## config.mk

```make
export PLATFORM = sky130hd
export DESIGN_NAME = button_event_queue
export DESIGN_NICKNAME = d
export VERILOG_FILES = /design/src/rtl/button_event_queue.sv
export SDC_FILE = /design/constraint.sdc
export NUM_CORES = 1
export LEC_CHECK = 0
export CAP_MARGIN = 10
export CORE_MARGIN = 2
export CORE_UTILIZATION = 35
export DETAILED_ROUTE_END_ITERATION = 7
export PLACE_DENSITY_LB_ADDON = 0.12
export SETUP_SLACK_MARGIN = 0.15
export SLEW_MARGIN = 30
export SYNTH_ARGS = -nofsm -noshare
export SYNTH_HDL_FRONTEND = slang
export SYNTH_SLANG_ARGS = --single-unit
```

## constraint.sdc

```tcl
create_clock -name clock -period 3.4 [get_ports clock]
set_input_delay 0.34 -clock clock [delete_from_list [all_inputs] [get_ports clock]]
set_output_delay 0.34 -clock clock [all_outputs]
set_load 0.005 [all_outputs]
```

## src/rtl/button_event_queue.sv

```systemverilog
// Button event queue: synchronizes, debounces and edge-detects four buttons,
// queueing each press as a colour code that the processor pops by polling.
//
// Ports:
//   clock, reset        - system clock, synchronous active-high reset
//   red/blue/green/yellow_button - raw active-high pins (asynchronous)
//   poll                - high while the processor addresses the poll word
//   rd_data             - head event (0 empty, 1 red, 2 blue, 3 green, 4 yellow)
//   count               - number of queued events
//   overflow            - sticky flag: an event was dropped on a full queue
module button_event_queue #(
    parameter int DEBOUNCE_CYCLES = 500000,
    parameter int DEPTH           = 8
) (
    input  logic                    clock,
    input  logic                    reset,
    input  logic                    red_button,
    input  logic                    blue_button,
    input  logic                    green_button,
    input  logic                    yellow_button,
    input  logic                    poll,
    output logic [31:0]             rd_data,
    output logic [$clog2(DEPTH):0]  count,
    output logic                    overflow
);

    localparam int AW = $clog2(DEPTH);
    localparam int CW = $clog2(DEBOUNCE_CYCLES);
    localparam logic [CW-1:0] CNT_LAST   = CW'(DEBOUNCE_CYCLES - 1);
    localparam logic [AW:0]   FULL_COUNT = (AW + 1)'(DEPTH);

    // Bit 0 is red (highest priority) through bit 3 yellow.
    logic [3:0]    raw;
    logic [3:0]    sync_a;
    logic [3:0]    sync_b;
    logic [3:0]    stable;
    logic [CW-1:0] db_cnt [4];
    logic [3:0]    rise;
    logic [3:0]    pending;
    logic [3:0]    pending_next;
    logic [3:0]    grant;
    logic [2:0]    grant_code;
    logic          push;

    logic          poll_d;
    logic          pop_req;
    logic          empty;
    logic          full;
    logic          pop;
    logic          wr_en;
    logic          drop;

    logic [2:0]    mem [DEPTH];
    logic [AW-1:0] wptr;
    logic [AW-1:0] rptr;

    assign raw = {yellow_button, green_button, blue_button, red_button};

    // Two-flop synchronizer; only sync_b is seen downstream.
    always_ff @(posedge clock) begin
        if (reset) begin
            sync_a <= '0;
            sync_b <= '0;
        end else begin
            sync_a <= raw;
            sync_b <= sync_a;
        end
    end

    // Debounce: a new level must persist DEBOUNCE_CYCLES samples in a row.
    always_ff @(posedge clock) begin
        if (reset) begin
            stable <= '0;
            for (int i = 0; i < 4; i++) begin
                db_cnt[i] <= '0;
            end
        end else begin
            for (int i = 0; i < 4; i++) begin
                if (sync_b[i] == stable[i]) begin
                    db_cnt[i] <= '0;
                end else if (db_cnt[i] == CNT_LAST) begin
                    stable[i] <= sync_b[i];
                    db_cnt[i] <= '0;
                end else begin
                    db_cnt[i] <= db_cnt[i] + CW'(1);
                end
            end
        end
    end

    // A press is the debounced level about to flip from 0 to 1.
    always_comb begin
        rise = '0;
        for (int i = 0; i < 4; i++) begin
            rise[i] = ~stable[i] & sync_b[i] & (db_cnt[i] == CNT_LAST);
        end
    end

    // Fixed-priority pick of one pending press per cycle.
    always_comb begin
        grant      = '0;
        grant_code = '0;
        priority case (1'b1)
            pending[0]: begin
                grant      = 4'b0001;
                grant_code = 3'd1;
            end
            pending[1]: begin
                grant      = 4'b0010;
                grant_code = 3'd2;
            end
            pending[2]: begin
                grant      = 4'b0100;
                grant_code = 3'd3;
            end
            pending[3]: begin
                grant      = 4'b1000;
                grant_code = 3'd4;
            end
            default: begin
                grant      = '0;
                grant_code = '0;
            end
        endcase
    end

    assign push = |pending;

    // A fresh press on the granted button re-arms it rather than being lost.
    assign pending_next = (pending & ~grant) | rise;

    always_ff @(posedge clock) begin
        if (reset) begin
            pending <= '0;
        end else begin
            pending <= pending_next;
        end
    end

    // Pop only on the rising edge of poll so a stalled load pops once.
    assign pop_req = poll & ~poll_d;
    assign empty   = (count == '0);
    assign full    = (count == FULL_COUNT);
    assign pop     = pop_req & ~empty;
    assign wr_en   = push & (~full | pop);
    assign drop    = push & full & ~pop;

    always_ff @(posedge clock) begin
        if (reset) begin
            poll_d <= 1'b0;
        end else begin
            poll_d <= poll;
        end
    end

    always_ff @(posedge clock) begin
        if (wr_en) begin
            mem[wptr] <= grant_code;
        end
    end

    // Pointers wrap naturally because DEPTH is a power of two.
    always_ff @(posedge clock) begin
        if (reset) begin
            wptr <= '0;
            rptr <= '0;
        end else begin
            if (wr_en) begin
                wptr <= wptr + AW'(1);
            end
            if (pop) begin
                rptr <= rptr + AW'(1);
            end
        end
    end

    always_ff @(posedge clock) begin
        if (reset) begin
            count <= '0;
        end else begin
            unique case ({wr_en, pop})
                2'b10:   count <= count + (AW + 1)'(1);
                2'b01:   count <= count - (AW + 1)'(1);
                default: count <= count;
            endcase
        end
    end

    always_ff @(posedge clock) begin
        if (reset) begin
            overflow <= 1'b0;
        end else if (drop) begin
            overflow <= 1'b1;
        end
    end

    // Show-ahead head: valid in the same cycle poll rises.
    always_comb begin
        rd_data = '0;
        if (!empty) begin
            rd_data = {29'd0, mem[rptr]};
        end
    end

endmodule

```

==> results of run 1 <==
logic make-up (layout without fill, tap and decap cells):
group / after synthesis / after routing / synth area share [%]
XOR/XNOR: 54 / 54 / 7.080
other: 2 / 105 / 0.1124
buffers and inverters: 70 / 71 / 5.881
multiplexers: 12 / 12 / 2.959
AO/OA/AOI/OAI: 67 / 67 / 6.275
AND/OR/NAND/NOR: 266 / 266 / 21.39
flip-flops: 131 / 131 / 54.24
adder cells (fa/ha/maj): 11 / 11 / 2.060
through the flow:
step,util [%],total power (uW),area (sq um),std cells
4_1_cts,41.60,3719,7781,951
3_3_place_gp,38.61,1952,7222,919
5_1_grt,41.60,3800,7781,951
3_5_place_dp,38.61,1954,7222,919
6_report,41.60,3657,7781,951
2_1_floorplan,-,1944,7067,716
path summary, 6_finish.rpt:
path                                      to  slack [ns]    startpoint
worst min register to register     sync_b[2]        0.44     sync_a[2]
worst max-delay path            db_cnt[2][8]        0.84  db_cnt[2][0]
worst min-delay path               sync_b[2]        0.44     sync_a[2]
worst max register to register  db_cnt[2][8]        0.84  db_cnt[2][0]
synth_stat cells, types with 13 or more instances:
master,instances
buf_4,33
inv_1,21
o21ai_0,14
nand4_1,22
nor3_1,13
nor4_1,18
nor2_1,83
nand2_1,26
xor2_1,16
dfxtp_1,31
a21oi_1,28
nand3_1,28
edfxtp_1,100
xnor2_1,38
final cells by class:
| class | instances | area, sq um |
|---|---|---|
| clock buffer | 17 | 425.4 |
| clock inverter | 15 | 133.9 |
| fill | 1786 | 10920 |
| inverter | 21 | 78.83 |
| multi-input combinational | 515 | 3057 |
| sequential | 131 | 3623 |
| tap | 234 | 292.8 |
| timing repair buffer | 18 | 170.2 |
critical path: stages, from the launching register on:
cell,delay (ns)
edfxtp_1,0.38
ha_1,0.22
nand4_1,0.29
nor4_1,0.66
a211o_1,0.62
nor2_1,0.11
power groups by stage:
stage | combinational [uW] | sequential (uW) | clock, uW
floorplan | 117 | 1830 | 0
global placement | 111 | 1840 | 0
detailed placement | 112 | 1840 | 0
CTS | 113 | 1810 | 1800
global route | 134 | 1820 | 1850
finish | 114 | 1810 | 1740
per-layer routing:
layer	routed length, microns	share of wire, %	track usage (%)	vias to the layer above
met1	5687	47	16.52	2187
met5	0	0	0	-
met2	5819	48	20.95	68
met3	375	3.1	3.634	9
met4	148	1.2	4.684	0
li1	-	-	-	2308
flip-flops by register name (all words and copies together) (netlist names), named ones only:
signal / flops
db_cnt: 76
mem: 24
count: 4
pending: 4
stable: 4
sync_a: 4
sync_b: 4
rptr: 3
wptr: 3
overflow: 1
poll_d: 1
==> out/metrics.yaml, run 1 <==
status: "finished clean"
drv_cap: 0
synth_top_area_cell: "edfxtp_1"
cts_made_buffers: 17
clockBufferDepth: 2
via_per_inst: 4.808
cts_resized: 0
rsz0062_at_grt: "no"
p_seq_share_pct: 49.4
cts_hold_buf: 0
place_congestion: 0.7492
power_switching_uw: 888.3
grt_pass1_vias: 4424
ys_top_cells_by_area: "edfxtp_1 45%, dfxtp_1 9.3%, xnor2_1 5.0%"
die_area_sq_um: 20210
antenna_found_initial: 0
grt_max_degree: 20
clock-skew-final_ns: 0.01001
crit_path_start_kind: "flop"
p_int_uw: 2769
hold_slack_ns: 0.4416
powerDensity_nw_per_um2: 470.0
cts_tree: "built"
syn2layout_area_growth_pct: 16.48
ys.flop_type: "edfxtp_1"
coreArea_sq_um: 18710
dp_hpwl_microns: 8526
setup_violations: 0
rows: 50
swShare_pct: 24.29
hold_depth: 1
setup-tns-final_ns: 0
clock_power_share_pct: 47.5
grt_overflow_total: 0
ios: 44
hp-class: "reg2reg"
antenna_cells: 0
ys.warnings.count: 0
clk_pin_slew_ns: 0.06
routed_wl_microns: 12030
async_reset_ff_share_pct: 0
cts-root-buf: "clkbuf_16"
required_ns: 3.55
netlist.area_leader.share_pct: 44.95
nets: 722
start_util_pct: 35.71
maxSlewHeadroom_pct: 45.47
rr_worst_depth: 5
grt_pass1_wl_microns: 20770
vias: 4572
layout_setup_ws_ns: 0.8422
ys_types: 56
min_period_ns: 2.558
synth_edf_count: 100
p_leak_uw: 0.002643
grt.total_usage_pct: 12.92
combPwrFrac_pct: 3.1
ant_nets: 0
syn_area_sq_um: 6680
endpoint_kind: "flop"
worst_pin_slew_ns: 0.8065
htree_levels: 4
drtIter0Drc: 286
drt_first_pass_iters: 4
synth_cells: 613
max_freq_mhz: 391.0
yosysSeqAreaShare_pct: 54.24
cp.arrival_ns: 2.70
drv_slew: 0
cts_sinks: 131
crit_type: "reg2reg"
wl_per_cell_microns: 12.65
postCtsSetupBuffers: 0
ir_drop_mv: 0.3433
fp.dieH_microns: 142.2
clk_latency_ns: 0.42
syn_avg_cell_area_sq_um: 10.90
drc_errors: 0
finalHoldViolations: 0
final_cell_mix: "105 x conb_1, 100 x edfxtp_1, 83 x nor2_1, 38 x xnor2_1, 31 x dfxtp_1"
timing.final.crit_share_pct: 75.23
final_common_cell: "conb_1"
io_buffers: 14
die_w_microns: 142.2
pre_cts_slack_ns: 0.6432
drive_above_1_share_pct: 8.647
path_max_fanout: 19
synth_seq_cells: 131
No activity file was read; power rests on OpenSTA's default activity.
==> run 2: changes to the inputs <==
==> constraint.sdc (replaced) <==
create_clock -name clock -period 2.3 [get_ports clock]
set_input_delay 0.23 -clock clock [delete_from_list [all_inputs] [get_ports clock]]
set_output_delay 0.23 -clock clock [all_outputs]
set_load 0.005 [all_outputs]
==> run 2 against run 1 <==
Sequential power grew 48%. Hold slack lost 0.059 ns. Largest power group unchanged. Worst setup slack worse by 0.81 ns. Utilization up 2.2 points. Die area unchanged. Clock skew about the same. Register-to-register slack lost 0.81 ns. Critical endpoint is now count[2].
==> out/metrics.yaml, run 2 (same netlist as run 1, synthesis figures left out) <==
reg.largest.list: "db_cnt (76), mem (24)"  # unchanged
hp-class: "in2reg"  # was reg2reg
worst_pin_slew_ns: 0.5747  # was 0.8065 ns
setup_violations: 0  # unchanged
fp.dieH_microns: 142.2  # unchanged
drt_first_pass_iters: 4  # unchanged
pre_cts_slack_ns: 0.09612  # was 0.6432 ns
rows: 50  # unchanged
grt_pass1_wl_microns: 21510  # was 20,770 microns
crit_path_start_kind: "flop"  # unchanged
largest_register_ffs: 76  # unchanged
drive_above_1_share_pct: 15.34  # was 8.647%
ir_drop_mv: 0.4906  # was 0.3433 mV
hold_slack_ns: 0.3822  # was 0.4416 ns
final_cell_mix: "105 x conb_1, 100 x edfxtp_1, 81 x nor2_1, 39 x buf_4, 38 x xnor2_1"  # was 105 x conb_1, 100 x edfxtp_1, 83 x nor2_1, 38 x xnor2_1, 31 x dfxtp_1
maxSlewHeadroom_pct: 61.33  # was 45.47%
coreArea_sq_um: 18710  # unchanged
largest-register: "db_cnt"  # unchanged
grt_max_degree: 23  # was 20
fillers: 1798  # was 1,786
worst-path-buf-inv: 0  # unchanged
grt_pass1_vias: 4657  # was 4,424
required_ns: 2.62  # was 3.55 ns
vias: 4790  # was 4,572
cts_hold_buf: 0  # unchanged
multiInputGateArea_sq_um: 3154  # was 3057 sq um
status: "finished clean"  # unchanged
start_util_pct: 35.71  # unchanged
p_leak_uw: 0.002874  # was 0.002643 uW
ff_latch_area_sq_um: 3628  # was 3623 sq um
place_congestion: 0.7757  # was 0.7492
drv_slew: 0  # unchanged
drtIter0Drc: 219  # was 286
timing.final.crit_share_pct: 98.62  # was 75.23%
grt_overflow_total: 0  # unchanged
crit_family: "simple AND/OR/NAND/NOR gates"  # unchanged
via_per_inst: 4.838  # was 4.808
antenna_cells: 0  # unchanged
clockBufferDepth: 2  # unchanged
io_buffers: 14  # unchanged
regToRegSetupSlack_ns: 0.03  # was 0.84 ns
cts-root-buf: "clkbuf_16"  # unchanged
drv_cap: 0  # unchanged
finalHoldViolations: 0  # unchanged
wl_per_cell_microns: 12.73  # was 12.65 microns
final_common_cell: "conb_1"  # unchanged
clk_pin_slew_ns: 0.06  # about the same
slowest_stage: "or4_4"  # was nor4_1
max_freq_mhz: 440.8  # was 391.0 MHz
ant_nets: 0  # unchanged
cp.arrival_ns: 2.59  # was 2.70 ns
min_period_ns: 2.268  # was 2.558 ns
path_max_fanout: 4  # was 19
grt.total_usage_pct: 13.43  # was 12.92%
clock-skew-final_ns: 0.01001  # about the same
cts_made_buffers: 17  # unchanged
rsz0062_at_grt: "yes"  # was no
die_area_sq_um: 20210  # unchanged
syn2layout_area_growth_pct: 22.63  # was 16.48%
endpoint_kind: "flop"  # unchanged
dp_hpwl_microns: 8877  # was 8526 microns
powerDensity_nw_per_um2: 649.2  # was 470.0 nW/um^2
layout_setup_ws_ns: 0.03163  # was 0.8422 ns
cp_cell_sequence: "or4_4, nor3_4, xnor2_1, ha_2, nor2_2, nor4b_4, a31oi_1, mux2_2"  # was ha_1, nand4_1, nor4_1, a211o_1, nor2_1
cts_sinks: 131  # unchanged
drc_errors: 0  # unchanged
crit_type: "reg2reg"  # unchanged
cts_tree: "built"  # unchanged
p_total_uw: 5318  # was 3657 uW
cpPeakStageDelay_ns: 0.58  # was 0.66 ns
antenna_found_initial: 0  # unchanged
clk_latency_ns: 0.42  # about the same
nets: 761  # was 722
die_w_microns: 142.2  # unchanged
routed_wl_microns: 12600  # was 12,030 microns
htree_levels: 4  # unchanged
ios: 44  # unchanged
run 2: cell count changes in the layout (fill, tap and decap cells not counted), moves of 4 or more:
cell   before  now
buf_4       4   39
inv_6       8    4
or4_1      10    6
or4_4       0    4
run 2: through the flow:
step / area (sq um) / std cells / TNS [ns] / utilization [%]
CTS: 8040 / 980 / 0 / 42.98
global placement: 7478 / 945 / 0 / 39.98
finish: 8192 / 990 / 0 / 43.79
detailed placement: 7478 / 945 / 0 / 39.98
floorplan: 7098 / 716 / 0 / -
global route: 8192 / 990 / -0.05978 / 43.79
run 2: path summary, 6_finish.rpt:
path,from,end,depth (start not counted)
setup / recovery,pending[1],count[2],8
hold / removal,yellow_button,sync_a[3],2
setup reg to reg,pending[1],count[2],8
hold reg to reg,sync_a[1],sync_b[1],1
run 2: metal layers:
layer	vias up	wire, microns	global-route usage (%)
met5	-	0	0
met4	0	249	6.053
met3	19	365	3.129
met2	65	6216	22.65
met1	2319	5769	16.39
li1	2387	-	-
run 2: area by class of cell:
class	instances	share of cell area, %
Timing Repair Buffer	57	6.155
Inverter	21	0.9623
Multi-Input combinational cell	515	38.51
Clock buffer	18	5.239
Tap cell	234	3.574
Sequential cell	131	44.30
Clock inverter	14	1.268
run 2: where the power goes:
part	leakage (uW)	switching (uW)	internal (uW)	total, uW
clock	0.000262	1070	1390	2460
sequential	0.00126	70.3	2600	2670
combinational	0.00135	113	78.2	191
total	0.00287	1250	4070	5320
run 2: what timing repair did:
item	4_1_cts	5_1_grt
setup endpoints to repair	9	76
buffers inserted	3	10
pin swaps	0	6
resized for setup	6	19
